==> config.mk <==
export PLATFORM = sky130hd
export DESIGN_NAME = detect_event_counter
export DESIGN_NICKNAME = d
export VERILOG_FILES = /design/src/rtl/detect_event_counter.sv
export SDC_FILE = /design/constraint.sdc
export NUM_CORES = 1
export LEC_CHECK = 0
export ABC_AREA = 1
export ABC_CLOCK_PERIOD_IN_PS = 1300
export CAP_MARGIN = 40
export CELL_PAD_IN_SITES_DETAIL_PLACEMENT = 2
export CELL_PAD_IN_SITES_GLOBAL_PLACEMENT = 2
export CORE_MARGIN = 3
export CORE_UTILIZATION = 21
export DETAILED_ROUTE_END_ITERATION = 8
export GPL_TIMING_DRIVEN = 0
export PLACE_DENSITY = 0.73
export SLEW_MARGIN = 30
export SYNTH_ARGS = -nofsm -noshare
export SYNTH_HDL_FRONTEND = slang
export SYNTH_SLANG_ARGS = --single-unit
==> constraint.sdc <==
create_clock -name clk -period 1.3 [get_ports clk]
set_input_delay 0.26 -clock clk [delete_from_list [all_inputs] [get_ports clk]]
set_output_delay 0.26 -clock clk [all_outputs]
set_load 0.05 [all_outputs]
==> src/rtl/detect_event_counter.sv <==
// Counts rising edges of an upstream detector level into a two-digit BCD count,
// with a sticky overflow flag, a per-count strobe and 7-segment digit drives.
module detect_event_counter #(
  parameter bit WRAP     = 1'b1,
  parameter bit BLANK_LZ = 1'b1
) (
  input  logic       clk,
  input  logic       reset,
  input  logic       det,
  input  logic       clr,
  input  logic       hold,
  output logic       pulse,
  output logic [3:0] cnt_ones,
  output logic [3:0] cnt_tens,
  output logic       ovf,
  output logic [6:0] seg0,
  output logic [6:0] seg1
);

  // Active-low segments, bit order {g,f,e,d,c,b,a}; non-BCD codes go dark.
  function automatic logic [6:0] seg_decode(input logic [3:0] digit);
    logic [6:0] seg;
    case (digit)
      4'd0:    seg = 7'h40;
      4'd1:    seg = 7'h79;
      4'd2:    seg = 7'h24;
      4'd3:    seg = 7'h30;
      4'd4:    seg = 7'h19;
      4'd5:    seg = 7'h12;
      4'd6:    seg = 7'h02;
      4'd7:    seg = 7'h78;
      4'd8:    seg = 7'h00;
      4'd9:    seg = 7'h10;
      default: seg = 7'h7F;
    endcase
    return seg;
  endfunction

  logic       det_q;
  logic       pulse_q, pulse_d;
  logic       ovf_q, ovf_d;
  logic [3:0] ones_q, ones_d;
  logic [3:0] tens_q, tens_d;
  logic       rise_s;

  assign rise_s = det & ~det_q;

  // Next-state: clear wins, then a non-held rise increments the BCD count.
  always_comb begin
    ones_d  = ones_q;
    tens_d  = tens_q;
    ovf_d   = ovf_q;
    pulse_d = 1'b0;
    if (clr) begin
      ones_d = 4'd0;
      tens_d = 4'd0;
      ovf_d  = 1'b0;
    end else if (rise_s && !hold) begin
      pulse_d = 1'b1;
      if (ones_q == 4'd9 && tens_q == 4'd9) begin
        ovf_d = 1'b1;
        if (WRAP) begin
          ones_d = 4'd0;
          tens_d = 4'd0;
        end else begin
          ones_d = ones_q;
          tens_d = tens_q;
        end
      end else if (ones_q == 4'd9) begin
        ones_d = 4'd0;
        tens_d = tens_q + 4'd1;
      end else begin
        ones_d = ones_q + 4'd1;
      end
    end else begin
      pulse_d = 1'b0;
    end
  end

  // State registers; det_q tracks det even while held or cleared.
  always_ff @(posedge clk or posedge reset) begin
    if (reset) begin
      det_q   <= 1'b0;
      pulse_q <= 1'b0;
      ovf_q   <= 1'b0;
      ones_q  <= 4'd0;
      tens_q  <= 4'd0;
    end else begin
      det_q   <= det;
      pulse_q <= pulse_d;
      ovf_q   <= ovf_d;
      ones_q  <= ones_d;
      tens_q  <= tens_d;
    end
  end

  assign pulse    = pulse_q;
  assign ovf      = ovf_q;
  assign cnt_ones = ones_q;
  assign cnt_tens = tens_q;
  assign seg0     = seg_decode(ones_q);
  assign seg1     = (BLANK_LZ && tens_q == 4'd0) ? 7'h7F : seg_decode(tens_q);

endmodule

==> summary.md <==
| Metric | Value |
|---|---|
| Leak | 0.909 nW |
| Fin cells | 233 |
| Share of layout cells above drive strength 1 | 71.4% |
| CTS Buffer Depth | 2 |
| Startpoint Class | register |
| Max-cap viol count | 0 |
| Core ar. | 3830 um2 |
| Rows | 22 |
| Vias in the first global route | 1266 |
| Initial Util | 22.8% |
| Post-route cell area | 2050 um2 |
| Post-Syn Area | 872 um2 |
| Antenna violations before repair | 0 |
| Highest Clock Rate | 531 MHz |
| Ranking of synthesized cells by area | dfrtp_1 32%, ha_1 14%, nand2_1 13%, nand3_1 7.5%, o21ai_0 7.5% |
| Synth warn | 0 |
| Synthesis-to-finish area growth | 135% |
| GP Congestion | 0.773 |
| Die ar. | 4960 um2 |
| GRT overflow | 0 |
| Synth top area share | 31.6% |
| Setup TNS | -9.06 ns |
| Drt total wl | 5350 um |
| Placed inst area | 1400 um2 |
| Most frequent cells in the layout | 18 x buf_6, 18 x buf_4, 13 x nand2_1 |
| Register area share after synthesis | 31.6% |
| Drt initial violations | 49 |
| Slew margin rel. | 67.8% |
| Fill count | 394 |
| DRC violations left | 0 |
| First-pass GRT wire length | 7440 um |
| Worst-path clk slew | 0.06 ns |
| Multi-input logic area | 891 um2 |
| Detail Route Antenna Nets | 0 |
| Final hold violation count | 0 |
| IO Pins | 29 |
| H-tree levels | 1 |
| RSZ-0062 raised after global routing | true |
| Final setup vio count | 23 |
| Clk_lat worst skew | 0.25 ns |
| Worst Path Arrival | 1.62 ns |
| Slew Limit Fails | 0 |
| Mapped Cells | 123 |
| Synth area leader | dfrtp_1 |
| Place WS | -1.02 ns |
| Pin count of the biggest net entering global routing | 12 |
| Post-route clock period utilization | 145% |
| Die Y | 70.4 um |
| Post-CTS Hold Buffers | 0 |
| Crit path capture type | output port |
| CTS tree | built |
| I/O Buffers | 28 |
| Post-synthesis cell type count | 23 |
| Setup slack after layout | -0.584 ns |
| WP data required | 1.04 ns |
| Drt pass-1 iters | 4 |
| Post-Syn Nets | 138 |
| P per Cell Area | 880 nW/um2 |
| Average vias per placed instance | 4.80 |
| Crit path time final | 1.88 ns |
| CTS root buf | clkbuf_8 |
| Setup CP Type | reg -> out |
| Tot GR Track Use | 19.4% |
| Sequential cell area | 285 um2 |
| Critical path peak fanout | 5 |
| WL/cell | 23.0 um |
| Antenna cells | 0 |
| Die width | 70.4 um |
| Final HPWL DP | 2420 um |
| Hold Crit Class | in -> async |
| Dpl cells | 199 |
| Vias | 1119 |
| FF+latch count, synth | 11 |
| VDD IR-drop max | 0.000655 V |
| Status | finished with violations |
| Cts bufs inserted | 3 |
| Worst-margin pin slew | 0.482 ns |
| Clk_skew | 0.0132 ns |
| Clock Sink Count | 11 |
| Failing checks | negative setup slack |
| Mean post-synth cell area | 7.09 um2 |
| Nets | 201 |
## layout make-up
class	instances	area share, %
well taps	48	2.93
inverters	16	4.28
clock buffers	4	2.20
multi-input cells	93	43.5
repair buffers	58	31.1
plain buffers	3	2.02
flip-flops and latches	11	13.9
## repair_timing
item | in CTS | in global routing
resized for setup | 192 | 42
endpoints found under the setup margin | 31 | 28
pin swaps | 12 | 16
buffers inserted | 25 | 7
## cell families (layout without fill, tap and decap cells)
family                   count (synthesis)  count (layout)  share of synthesized area [%]
AO/OA/AOI/OAI                           21              21                           13.9
XOR/XNOR                                 1               1                           1.00
adder cells (fa/ha/maj)                 10              10                           14.3
buffers and inverters                   19              81                           8.46
flip-flops                              11              11                           31.6
AND/OR/NAND/NOR                         61              61                           30.7
## critical path, cell delays in order, from the launching register on
cell and delay, ns:
dfrtp_2 0.43, buf_4 0.18, ha_4 0.17, nor2_1 0.06
nor2_1 0.19, nand2_1 0.13, nand2_4 0.09, buf_8 0.14
## synth_stat cells
cell type,count
o21ai_1,1
ha_1,10
o21a_1,1
clkbuf_1,1
nand2_1,31
nand3b_1,1
or2_2,1
o211ai_1,1
nor2_1,10
nand3_1,13
xor2_1,1
inv_1,15
dfrtp_1,11
a21oi_1,4
nor3_1,1
o21ai_0,13
clkbuf_2,1
buf_2,1
o21ai_4,1
nand3_2,1
nand4_1,2
inv_2,1
nor3b_1,1
## state kept, by name (all words and copies together) (netlist names)
signal,cells
ovf,1
pulse,1
det_q,1
cnt_ones,4
cnt_tens,4
## metrics by stage
stage / hold slack, ns / power (W) / utilization (%)
global placement: 0.489 / 0.00112 / 36.7
detailed placement: 0.515 / 0.00114 / 36.7
CTS: 0.352 / 0.00168 / 49.1
global route: 0.380 / 0.00188 / 53.5
finish: 0.353 / 0.00180 / 53.5
floorplan: 0.112 / 0.000918 / -
## routing by layer
layer / wire length [um] / GRT usage (%) / vias up
met5: 0 / 0 / -
met1: 2460 / 25.6 / 557
met3: 163 / 3.17 / 9
met4: 68 / 4.04 / 0
met2: 2660 / 33.1 / 28
li1: - / - / 525
## report_power, final
group | internal, W | switching [W] | leakage, nW
combinational | 0.000421 | 0.000632 | 0.751
clock | 0.000216 | 0.000145 | 0.0228
sequential | 0.000361 | 0.0000278 | 0.136
## path summary, 6_finish.rpt
kind,from,to,slack [ns],cells after the start
min reg2reg,ovf$_DFFE_PP0P_,ovf$_DFFE_PP0P_,0.57,2
max reg2reg,cnt_ones[0]$_DFFE_PP0P_,cnt_tens[2]$_DFFE_PP0P_,-0.31,8
min,reset,cnt_ones[0]$_DFFE_PP0P_,0.35,2
max in group asynchronous,reset,cnt_tens[0]$_DFFE_PP0P_,0.58,2
max,cnt_tens[0]$_DFFE_PP0P_,seg1[5],-0.58,7
min in group clk,det,det_q$_DFF_PP0_,0.52,1
No activity file was read; power rests on OpenSTA's default activity.
